$ cat src/rtl/frame_sequencer.sv
// frame_sequencer
//   Per-frame controller for the battle-front finder. Each accepted game-frame
//   tick runs one finder transaction (Start, wait for Done, latch results),
//   then issues the attack strobes and the movement strobe, and finally
//   acknowledges the finder so it can re-arm. It also counts frames and
//   dropped ticks, and flags a finder that never answers.
//
// Ports
//   clk                 system clock
//   rst                 asynchronous, active-low reset
//   frameTick           one-cycle pulse per game frame
//   pause               level; ticks ignored (and not counted) while high
//   bfDone              finder Done
//   friendlyFront       finder result, 9-bit front position
//   enemyFront          finder result, 9-bit front position
//   unitDamageSelect    finder result, bit4 = tower
//   enemyDamageSelect   finder result, bit4 = tower
//   bfStart             finder Start, one cycle
//   bfAck               finder Ack, held while acknowledging
//   hitUnit/hitUnitSel  attack strobe on a friendly unit and its index
//   hitEnemy/hitEnemySel attack strobe on an enemy unit and its index
//   moveEn              one-cycle movement strobe
//   moveFriendlyLimit   latched friendlyFront
//   moveEnemyLimit      latched enemyFront
//   busy                high whenever a frame is in progress
//   frameCount          accepted frames, wraps
//   overrunCount        dropped ticks, saturates at 255
//   timeoutErr          sticky finder-timeout flag
module frame_sequencer #(
    parameter int ATTACK_PERIOD = 4,
    parameter int BF_TIMEOUT    = 32
) (
    input  logic       clk,
    input  logic       rst,
    input  logic       frameTick,
    input  logic       pause,
    input  logic       bfDone,
    input  logic [8:0] friendlyFront,
    input  logic [8:0] enemyFront,
    input  logic [4:0] unitDamageSelect,
    input  logic [4:0] enemyDamageSelect,
    output logic       bfStart,
    output logic       bfAck,
    output logic       hitUnit,
    output logic [4:0] hitUnitSel,
    output logic       hitEnemy,
    output logic [4:0] hitEnemySel,
    output logic       moveEn,
    output logic [8:0] moveFriendlyLimit,
    output logic [8:0] moveEnemyLimit,
    output logic       busy,
    output logic [15:0] frameCount,
    output logic [7:0] overrunCount,
    output logic       timeoutErr
);

    typedef enum logic [5:0] {
        IDLE   = 6'b000001,
        START  = 6'b000010,
        WAIT   = 6'b000100,
        ATTACK = 6'b001000,
        MOVE   = 6'b010000,
        ACK    = 6'b100000
    } state_t;

    localparam logic [7:0] ATK_LAST = 8'(ATTACK_PERIOD - 1);
    localparam logic [7:0] TMO_LAST = 8'(BF_TIMEOUT - 1);

    state_t     state;
    state_t     stateNext;

    logic [7:0] atkCnt;
    logic [7:0] tmo;

    logic [8:0] friendlyHold;
    logic [8:0] enemyHold;
    logic [4:0] unitSelHold;
    logic [4:0] enemySelHold;

    logic       tickValid;
    logic       contact;
    logic       atkWrap;
    logic       tmoHit;

    // Saturating increment for the dropped-tick counter.
    function automatic logic [7:0] satInc8(input logic [7:0] v);
        return (v == 8'hFF) ? v : v + 8'd1;
    endfunction

    assign tickValid = frameTick & ~pause;
    // Fronts are plain positions: compare unsigned.
    assign contact   = (friendlyHold <= enemyHold);
    assign atkWrap   = (atkCnt == ATK_LAST);
    assign tmoHit    = (tmo == TMO_LAST);

    assign busy              = (state != IDLE);
    assign hitUnitSel        = unitSelHold;
    assign hitEnemySel       = enemySelHold;
    assign moveFriendlyLimit = friendlyHold;
    assign moveEnemyLimit    = enemyHold;

    // State register.
    always_ff @(posedge clk or negedge rst) begin
        if (!rst) begin
            state <= IDLE;
        end else begin
            state <= stateNext;
        end
    end

    // Next-state and strobe decode.
    always_comb begin
        stateNext = state;
        bfStart   = 1'b0;
        bfAck     = 1'b0;
        hitUnit   = 1'b0;
        hitEnemy  = 1'b0;
        moveEn    = 1'b0;
        unique case (state)
            IDLE: begin
                if (tickValid) begin
                    stateNext = START;
                end
            end
            START: begin
                bfStart   = 1'b1;
                stateNext = WAIT;
            end
            WAIT: begin
                if (bfDone) begin
                    stateNext = ATTACK;
                end else if (tmoHit) begin
                    // Finder never answered: skip attack and move, go straight to Ack.
                    stateNext = ACK;
                end
            end
            ATTACK: begin
                if (atkWrap && contact) begin
                    hitUnit  = 1'b1;
                    hitEnemy = 1'b1;
                end
                stateNext = MOVE;
            end
            MOVE: begin
                moveEn    = 1'b1;
                stateNext = ACK;
            end
            ACK: begin
                bfAck = 1'b1;
                if (!bfDone) begin
                    stateNext = IDLE;
                end
            end
            default: begin
                stateNext = IDLE;
            end
        endcase
    end

    // Frame-level counters, timeout timer and attack cadence.
    always_ff @(posedge clk or negedge rst) begin
        if (!rst) begin
            atkCnt       <= 8'd0;
            tmo          <= 8'd0;
            frameCount   <= 16'd0;
            overrunCount <= 8'd0;
            timeoutErr   <= 1'b0;
        end else begin
            if (tickValid) begin
                if (state == IDLE) begin
                    frameCount <= frameCount + 16'd1;
                end else begin
                    // Tick arriving mid-frame (including the ACK exit cycle) is dropped.
                    overrunCount <= satInc8(overrunCount);
                end
            end
            if (state == START) begin
                tmo <= 8'd0;
            end else if (state == WAIT) begin
                tmo <= tmo + 8'd1;
            end
            if (state == WAIT && !bfDone && tmoHit) begin
                timeoutErr <= 1'b1;
            end
            if (state == ATTACK) begin
                atkCnt <= atkWrap ? 8'd0 : atkCnt + 8'd1;
            end
        end
    end

    // Finder result holding registers; untouched on a timeout.
    always_ff @(posedge clk or negedge rst) begin
        if (!rst) begin
            friendlyHold <= 9'd0;
            enemyHold    <= 9'd0;
            unitSelHold  <= 5'd0;
            enemySelHold <= 5'd0;
        end else if (state == WAIT && bfDone) begin
            friendlyHold <= friendlyFront;
            enemyHold    <= enemyFront;
            unitSelHold  <= unitDamageSelect;
            enemySelHold <= enemyDamageSelect;
        end
    end

endmodule

$ cat config.mk
export PLATFORM = sky130hd
export DESIGN_NAME = frame_sequencer
export DESIGN_NICKNAME = d
export VERILOG_FILES = /design/src/rtl/frame_sequencer.sv
export SDC_FILE = /design/constraint.sdc
export NUM_CORES = 1
export LEC_CHECK = 0
export ABC_AREA = 1
export CAP_MARGIN = 20
export CORE_MARGIN = 1
export CORE_UTILIZATION = 40
export DETAILED_ROUTE_END_ITERATION = 16
export GPL_ROUTABILITY_DRIVEN = 0
export PLACE_DENSITY = 0.66
export SLEW_MARGIN = 20
export SYNTH_ARGS = -nofsm -noshare
export SYNTH_HDL_FRONTEND = slang
export SYNTH_SLANG_ARGS = --single-unit
$ cat constraint.sdc
create_clock -name clk -period 3.95 [get_ports clk]
set_input_delay 0.79 -clock clk [delete_from_list [all_inputs] [get_ports clk]]
set_output_delay 0.79 -clock clk [all_outputs]
set_load 0.01 [all_outputs]
; Word-level counts from Yosys, hierarchy flattened
; Index checks and enable logic that the tools add are counted.
; W data, S select, Z words.
[op_classes]
addsub = 4
magnitude_cmp = 1
bitwise = 4
n_eq_ne = 13
reduce_logical = 9
mux = 13
[op_table]
columns = op, count
row1 = $pmux W6 S6, 1
row2 = $add A8 B1 Y8 const B, 3
row3 = $mux W6, 4
row4 = $mux W8, 3
row5 = $add A16 B1 Y16 const B, 1
row6 = $le A9 B9 Y1, 1
row7 = $eq A8 B2 Y1 const B, 1
row8 = $eq A8 B5 Y1 const B, 1
row9 = $eq A8 B8 Y1 const B, 1
row10 = $eq A6 B1 Y1 const B, 1
row11 = $eq A6 B2 Y1 const B, 1
row12 = $eq A6 B3 Y1 const B, 1
row13 = $eq A6 B4 Y1 const B, 1
row14 = $eq A6 B5 Y1 const B, 1
row15 = $eq A6 B6 Y1 const B, 1
row16 = $ne A6 B1 Y1 const B, 1
row17 = $reduce_and A3 Y1, 2
row18 = $mux W1, 5
row19 = $logic_and A1 B1 Y1, 4
row20 = $ne A2 B2 Y1 const B, 2
row21 = $ne A3 B3 Y1 const B, 1
row22 = $not A1 Y1, 3
row23 = $reduce_and A2 Y1, 1
row24 = $reduce_bool A2 Y1, 1
row25 = other kinds (2), 2
[totals]
word_cells = 54
reg_bits = 75

; Depth between registers and ports, before layout
; Gate-level depths: netlist of the first run.
[logic_depth]
ltp_word = 4
ltp_mapped = 10
depth_no_buf = 9

; Least setup slack after synthesis of the first run
; No wires, ideal clock.
[synth_timing]
path_type = register to output
startpoint = register friendlyHold[8], in the netlist moveFriendlyLimit[8]
endpoint = output port hitUnit
required_ns = 3.160
setup_slack_ns = 1.700
stages_incl_launch_ff = 7
t_arrival_ns = 1.460
cell_sequence = dfrtp_1 ha_1 a21o_1 nor2_1 nand3_1 a21oi_1 buf_4
[synth_between]
elab_chain_cells = 4
[synth_lines]
columns = element, line_no
row1 = from (decl), 75  ; logic [8:0] friendlyHold;
row2 = from (signal assigned), 199  ; friendlyHold <= friendlyFront;
row3 = $le A9 B9 Y1, 92  ; assign contact = (friendlyHold <= enemyHold);
row4 = $logic_and A1 B1 Y1, 138  ; if (atkWrap && contact) begin
row5 = $mux W1 (2 in a row), n/a
row6 = to (decl), 44  ; output logic hitUnit,
; Every way passes these cells.

; Final worst setup path of the first run
[layout_timing]
startpoint = register state[5]
endpoint = output port hitUnit
[layout_between]
elab_chain_cells = 2
[layout_lines]
columns = element, line_no
row1 = from (decl), 69  ; state_t state;
row2 = from (signal assigned), 107  ; state <= stateNext;
row3 = $eq A6 B4 Y1, 119  ; unique case (state)
row4 = $mux W1, 119
; Every way passes these cells.

==> results.md, run 1 <==
- The number of cells on the worst reg-to-reg path is 6.
- Once detail routing completed, the nets flagged for antenna violations numbered 0.
- The number of enable flip-flop cells after synthesis is 0.
- The area used by multi-input combinational logic is 0.00176 mm^2.
- The kind of path behind the tightest hold check is reg2reg.
- Hold is met by 0.479 ns.
- The floorplan has 35 rows.
- The register clock-pin slew on the reported worst setup and hold paths is 0.08 ns.
- Across the whole layout, storage elements account for 0.00188 mm^2.
- Across the run, the number of max-cap violations was 0.
- From bottom edge to top edge, the die measures 101 um.
- The first global-routing pass estimated 14,200 um of wire.
- Detailed routing inserted a total of 3,318 vias.
- The dominant delay contributor by cell family on the critical path is buffers and inverters.
- The placement-stage cell area is 0.00492 mm^2.
- The CTS buffer count is 9.
- The buffering stage count on the worst path with inverters included is 2.
- The startpoint-to-endpoint class of the critical path is reg2out.
- In this run the critical register-to-register path is launched from state[0].
- By instance count, the leading cell after synthesis is nand2_1.
- The worst hold path passes through 2 cells.
- The number of antenna violations at the first check in global routing is 0.
- The xor-xnor portion of the synthesized cell area is 0.0378.
- The clock latency on the worst-skew pair is 0.35 ns.
- The headroom to the max-slew limit is 0.364.
- The length of routed met2 wiring is 3950 um.
- After detailed routing, no signal wire sits above met4.
- The number of remaining DRC errors is 0.
- The TritonCTS sink count is 75.
- The worst setup path is captured at an output port.
- The post-synthesis mux area share is 0.
- The power per cell area is 568 mW/mm^2.
- Static timing analysis puts the maximum clock frequency at 334 MHz.
- In this run, synthesis produced a sequential element count of 75.
- The total wire length after detailed routing is 8430 um.
- By count the netlist is led by nand2_1, dfrtp_1, inv_1.
- The area growth from synthesis to layout is 30.2%.
- The first routing iteration left 113 violations.
- The number of different library cells used by synthesis comes to 36.
- The dominant synthesized flop cell is dfrtp_1.
- The pin count of the biggest net entering global routing is 76.
- The hold path startpoint is hitUnitSel[1].
- The starting density of the core is 0.419.
- Using the TritonRoute via totals, the vias-per-cell ratio works out to 4.62.
- The setup TNS is 0 ns.
- TritonCTS built the clock tree.
- The routed length on met3 is 368 um.
- The Yosys step of the flow raised 0 warnings.
- The post-cts hold buffer count is 0.
- The area fraction in compound gates after synthesis is 0.0419.
- By area the synthesized netlist is led by dfrtp_1, nand2_1, inv_1.
- The critical path's largest stage delay is 0.57 ns.
- The floorplan step defined a die boundary enclosing 0.0103 mm^2.
- The netlist area before placement is 0.00394 mm^2.
- The setup clock skew after layout is 0.0117 ns.
- Walking the worst path, the cells encountered are nor2_4, nand4_1, inv_1, nand3_1, a21oi_1, clkdlybuf4s50_1.
- For this block, wires on met1 add up to 4040 um.
- The H-tree was split into 3 levels.
- The worst path in the final design needs a cycle of 2.99 ns, including I/O delays and setup.
- The number of nets in the finished design is 630.
- The total nets after synthesis is 537.
- The global-route usage over all layers is 0.177.
- The number of max-slew violations in the final report is 0.
- The die width is 101 um.
- The clock passes through at most 2 buffers.
- At the worst endpoint, the required time is 3.16 ns.
- The cell accounting for the most synthesized area is dfrtp_1.
- The arrival time at the worst endpoint is 2.20 ns.
- The transition at the pin with the smallest max-transition slack is 0.954 ns.
- The final-report hold violation count came to 0.
- The end point of the worst hold path is hitUnitSel[1].
- For this design the static power due to leakage is 0.00253 uW.
- Of the total synthesized cell area, the portion taken by full adders, half adders and majority gates is 0.0413.
- The register-to-register setup slack is 1.90 ns.
- The number of global-route vias before repair is 3,159.
- The terminus of the critical flop-to-flop path is moveEnemyLimit[5].
- In this run the standard cell core region covers 0.00942 mm^2.
- The pre-antenna-repair detailed-routing pass consisted of 4 iterations.
- After synthesis, the share of flip-flops with an asynchronous set or reset is 1.00.
- The worst voltage drop across the vdd grid is 333 uV.
- After synthesis, the largest family of logic cells by area is simple AND/OR/NAND/NOR gates.
- Setup repair after global routing left no endpoint under its margin.
- The startpoint type of the worst setup path is a flop.
- In this run the mean area of a mapped cell was 8.03 um^2.
- For this run the aggregate overflow at the end of global routing stands at 0.
- The final instance area is 0.00513 mm^2.
- The tree is rooted in a clkbuf_8.
- The fraction of layout instances using a drive strength above 1 is 0.0696.
- Dividing the final minimum period by the clock period gives 0.757.
- The number of gates resized after CTS is 0.
- The filler cells instantiated in the layout total 896.
- The share of the Yosys chip area taken by registers is 0.476.
- The count of inserted antenna diode cells is 0.
- The maximum net fanout on the critical path is 8.
- The simple-gate share of the synthesized area is 0.326.
- The wire length per cell after detailed routing is 11.7 um.
- The number of port buffers is 91.
- The highest-delay cell along the critical path is clkdlybuf4s50_1.
- Synthesis produced a netlist whose cell count is 491.
- The flow ran to the end, and the final reports show no timing, DRC or antenna violations.
- The share of synthesized area in the top cell type comes to 0.470.
- The total of endpoints with negative setup slack in the final report is 0.
- The total I/O pin count is 92.
- The placed wire-length estimate after detailed placement is 6030 um.
- Post-CTS timing repair inserted 0 buffers for setup.
==> power breakdown <==
group	switching, uW	internal [uW]	total [uW]
clock network	295	353	648
logic	533	570	1100
registers	184	983	1170
total	1010	1910	2920
==> state kept, by name, summed over array words and instances (netlist names), 5 cells and up <==
| register | count |
|---|---|
| moveEnemyLimit | 9 |
| moveFriendlyLimit | 9 |
| atkCnt | 8 |
| hitEnemySel | 5 |
| overrunCount | 8 |
| tmo | 8 |
| state | 6 |
| frameCount | 16 |
| hitUnitSel | 5 |
==> cell usage in the layout, fill, tap and decap left out, types with 8 or more instances in the layout <==
cell	count
clkbuf_8	9
nand3_1	20
dfrtp_1	74
nand4_1	14
xnor2_1	9
nand2_2	9
nor2_1	43
clkdlybuf4s50_1	90
inv_1	52
nand2_1	185
ha_1	13
o21ai_0	20
xor2_1	8
==> how the worst max path moves through the flow <==
stage	startpoint	endpoint	slack (ns)	depth (start not counted)
after floorplan	moveFriendlyLimit[8]	hitUnit	1.70	6
after global placement	state[5]	hitEnemy	1.34	6
after detailed placement	state[5]	hitUnit	1.30	6
after CTS	state[5]	hitUnit	0.91	6
after global routing	state[5]	hitUnit	0.79	6
final	state[5]	hitUnit	0.96	6
==> tightest hold or removal path: stages (launching register included) <==
cell and delay, ns:
dfrtp_1 0.35, nand2_1 0.05, nand2_1 0.05
==> through the flow <==
stage	power, uW	worst slack, ns	cells	utilization
after floorplan	1720	1.70	491	-
after CTS	2960	0.913	718	0.545
final	2920	0.960	718	0.545
after global placement	2270	1.34	702	0.522
after global routing	3120	0.792	718	0.545
after detailed placement	2290	1.30	702	0.522
==> area by class of cell <==
class / count / share of cell area
clock buffer: 9 / 0.0241
tap: 129 / 0.0314
multi-input combinational: 352 / 0.343
inverter: 55 / 0.0409
sequential: 75 / 0.366
clock inverter: 7 / 0.0180
timing repair buffer: 91 / 0.177
==> cell families after synthesis <==
group,Yosys count
xor gates and xnor gates,17
DFF,75
AOI/OAI and AO/OA,31
buffers and inverters,64
and+or+nand+nor,291
adders and majority gates,13
==> layer usage <==
metal	global-route usage	up-vias
met5	0	-
met4	0.0468	0
met3	0.0497	4
met2	0.301	76
met1	0.223	1520
li1	-	1718
No activity file was read; power rests on OpenSTA's default activity.
==> inputs of run 2 (changes only) <==
--- a/config.mk
+++ b/config.mk
@@ -11,7 +11,7 @@
 export CORE_UTILIZATION = 40
 export DETAILED_ROUTE_END_ITERATION = 16
 export GPL_ROUTABILITY_DRIVEN = 0
-export PLACE_DENSITY = 0.66
+export PLACE_DENSITY = 0.69
 export SLEW_MARGIN = 20
 export SYNTH_ARGS = -nofsm -noshare
 export SYNTH_HDL_FRONTEND = slang
==> constraint.sdc (replaced) <==
create_clock -name clk -period 2.5 [get_ports clk]
set_input_delay 0.5 -clock clk [delete_from_list [all_inputs] [get_ports clk]]
set_output_delay 0.5 -clock clk [all_outputs]
set_load 0.01 [all_outputs]
==> run 2 against run 1 <==
Compared with the run above: via count rose by 1.8%; final area rose by 0.71%; clock skew fell by 0.0049 ns; sequential power rose by 57%; cell count rose by 0.84%; register-to-register slack got worse by 1.2 ns; hold slack got worse by 0.37 ns; first-iteration DRC count rose by 6.2%; critical path depth did not move; non-clock buffer count rose by 6; flip-flop and latch count did not move; critical endpoint unchanged.
==> results.md, run 2 (synthesized netlist as in run 1, its figures left out) <==
- The run finished with clean final reports.
- The core region area is 0.00942 mm^2.
- The number of remaining DRC errors is 0.
- In this run the clock root is driven by a clkbuf_8.
- The number of flip-flops in the largest register is 16.
- The count of inserted antenna diode cells is 0.
- The post-route fraction of the period consumed by the critical path is 0.946.
- The tool flagged a number of max-cap violations equal to 0.
- The overall die height is 101 um.
- Measured against its own limit, the worst slew margin works out to 0.642.
- The overall die area is 0.0103 mm^2.
- Detailed placement ended at an HPWL of 6570 um.
- Counting the buffers created by CTS gives 9.
- Clock tree synthesis found a total of 75 sinks.
- The number of max-slew violations in the final report is 0.
- The level count of the clock H-tree is 3.
- At the pin with the least slew margin, the transition time is 0.536 ns.
- The worst setup path is captured at an output port.
- Summed over all cells, the static leakage comes to 0.00257 uW.
- The iteration-0 DRC count of the detailed router is 120.
- The number of port buffers is 91.
- The die is 101 um wide.
- By startpoint and endpoint, the worst setup path is classified as reg2out.
- The number of nets in the finished design is 636.
- Static timing analysis puts the maximum clock frequency at 423 MHz.
- The total wire length after detailed routing is 8730 um.
- The area growth from synthesis to layout is 31.2%.
- In the layout the commonest cells are nand2_1, clkdlybuf4s50_1, dfrtp_1, inv_1, nor2_1.
- The number of placed instances, taps included is 708.
- The final-report hold violation count is 0.
- For this run, the number of standard cells in the final layout without fillers is 724.
- The shortest clock period the worst path allows after layout is 2.36 ns.
- Power spread over the standard cell area amounts to 886 mW/mm^2.
- The average vias per placed instance is 4.67.
- The wire length per cell after detailed routing is 12.1 um.
- Hold repair after CTS inserted 0 buffers.
- The worst-case IR drop observed on VDD is 491 uV.
- Of the cells placed in the final design, the portion with a size suffix greater than 1 is 0.0807.
- The startpoint of the most critical register-to-register path is state[0].
- In the global route stage, overall resource usage came out at 0.185.
- The final instance area is 0.00517 mm^2.
- The total of endpoints with negative setup slack in the final report is 0.
- The kind of path behind the tightest hold check is in2async.
- The number of vias after detailed routing is 3,379.
- The number of global-route vias before repair came to 3,321.
- The depth of the worst register-to-register path is 6.
- The clock latency on the worst-skew pair is 0.34 ns.
- The residual antenna-violating net count after detailed routing is 0.
- Setup repair after global routing could not meet its margin everywhere.
- The total I/O pin count is 92.
- The maximum net fanout on the critical path is 3.
- More flip-flops sit in one register than any other, and that register is frameCount.
- STA classifies the critical path startpoint as a flop.
- After clock tree synthesis, the clock-pin slew on the worst setup and hold paths is 0.08 ns.
- TritonCTS built the clock tree.
- The critical path starts at moveFriendlyLimit[8].
- For the worst setup path, the data required time is 2.00 ns.
- The first detailed-routing pass took 4 iterations.
- The library cell used most frequently in the layout, excluding fill and tap cells, is nand2_1.
- The first global-routing pass estimated 14,900 um of wire.
- The site row count is 35.
- For this run the aggregate overflow at the end of global routing stands at 0.
- In this run the worst setup path terminates at hitUnit.
- Between clock sinks in the finished design, the worst skew comes to 0.00682 ns.
- The initial utilization of the core area, before any placement, comes to 0.419.
- The register-to-register setup slack is 0.72 ns.
- The terminus of the critical flop-to-flop path is moveEnemyLimit[6].
- The arrival time at the worst endpoint is 1.86 ns.
- The number of antenna violations at the first check in global routing is 0.
- The placed instances occupy a cell area of 0.00496 mm^2.
- The clock passes through at most 2 buffers.
- The pin count of the biggest net entering global routing is 39.
## run 2: through the flow
| stage | power (uW) | worst slack (ns) | hold WS (ns) | setup TNS [ns] | utilization |
|---|---|---|---|---|---|
| 3_5_place_dp | 3650 | 0.164 | 0.465 | 0 | 0.527 |
| 3_3_place_gp | 3600 | 0.205 | 0.464 | 0 | 0.527 |
| 2_1_floorplan | 2710 | 0.540 | 0.204 | 0 | - |
| 6_report | 4580 | 0.135 | 0.113 | 0 | 0.549 |
| 5_1_grt | 4910 | -0.00368 | 0.143 | -0.00398 | 0.549 |
| 4_1_cts | 4640 | 0.0914 | 0.133 | 0 | 0.549 |
## run 2: worst min-delay path by stage
stage | start | end | slack, ns | depth (start not counted)
6_report | rst | tmo[2] | 0.11 | 1
5_1_grt | rst | tmo[7] | 0.14 | 1
4_1_cts | rst | tmo[2] | 0.13 | 1
3_5_place_dp | hitUnitSel[0] | hitUnitSel[0] | 0.47 | 2
3_3_place_gp | timeoutErr | timeoutErr | 0.46 | 1
2_1_floorplan | rst | atkCnt[0] | 0.20 | 0
## run 2: layout make-up
type,count,area [um^2]
fillers,890,4240
flip-flops and latches,75,1880
multi-input cells,352,1770
repair buffers,97,951
inverters,55,210
well taps,129,161
clock buffers,12,155
clock inverters,4,48.8
## run 2: routing by layer
| layer | up-vias | routed length (um) | share of wire | track usage |
|---|---|---|---|---|
| met2 | 66 | 4340 | 0.50 | 0.321 |
| met5 | - | 0 | 0 | 0 |
| li1 | 1736 | - | - | - |
| met3 | 8 | 306 | 0.035 | 0.0324 |
| met1 | 1569 | 3960 | 0.45 | 0.231 |
| met4 | 0 | 120 | 0.014 | 0.0635 |
## run 2: critical path: stages, from the launching register on
cell           delay, ns
dfrtp_1             0.42
ha_1                0.31
nand2_1             0.08
nor2_2              0.17
nand3_1             0.11
a21oi_2             0.16
dlygate4sd2_1       0.28
## run 2: report_power, final
part           leakage, uW  switching, uW  total (uW)  internal, uW
registers         0.000986            288        1840          1550
clock network     0.000106            440         955           515
logic              0.00148            877        1780           908
total              0.00257           1600        4580          2980
## run 2: what timing repair did
item	CTS	global route
buffers inserted	0	0
pin swaps	0	0
setup endpoints to repair	2	2
gates resized for setup	3	1
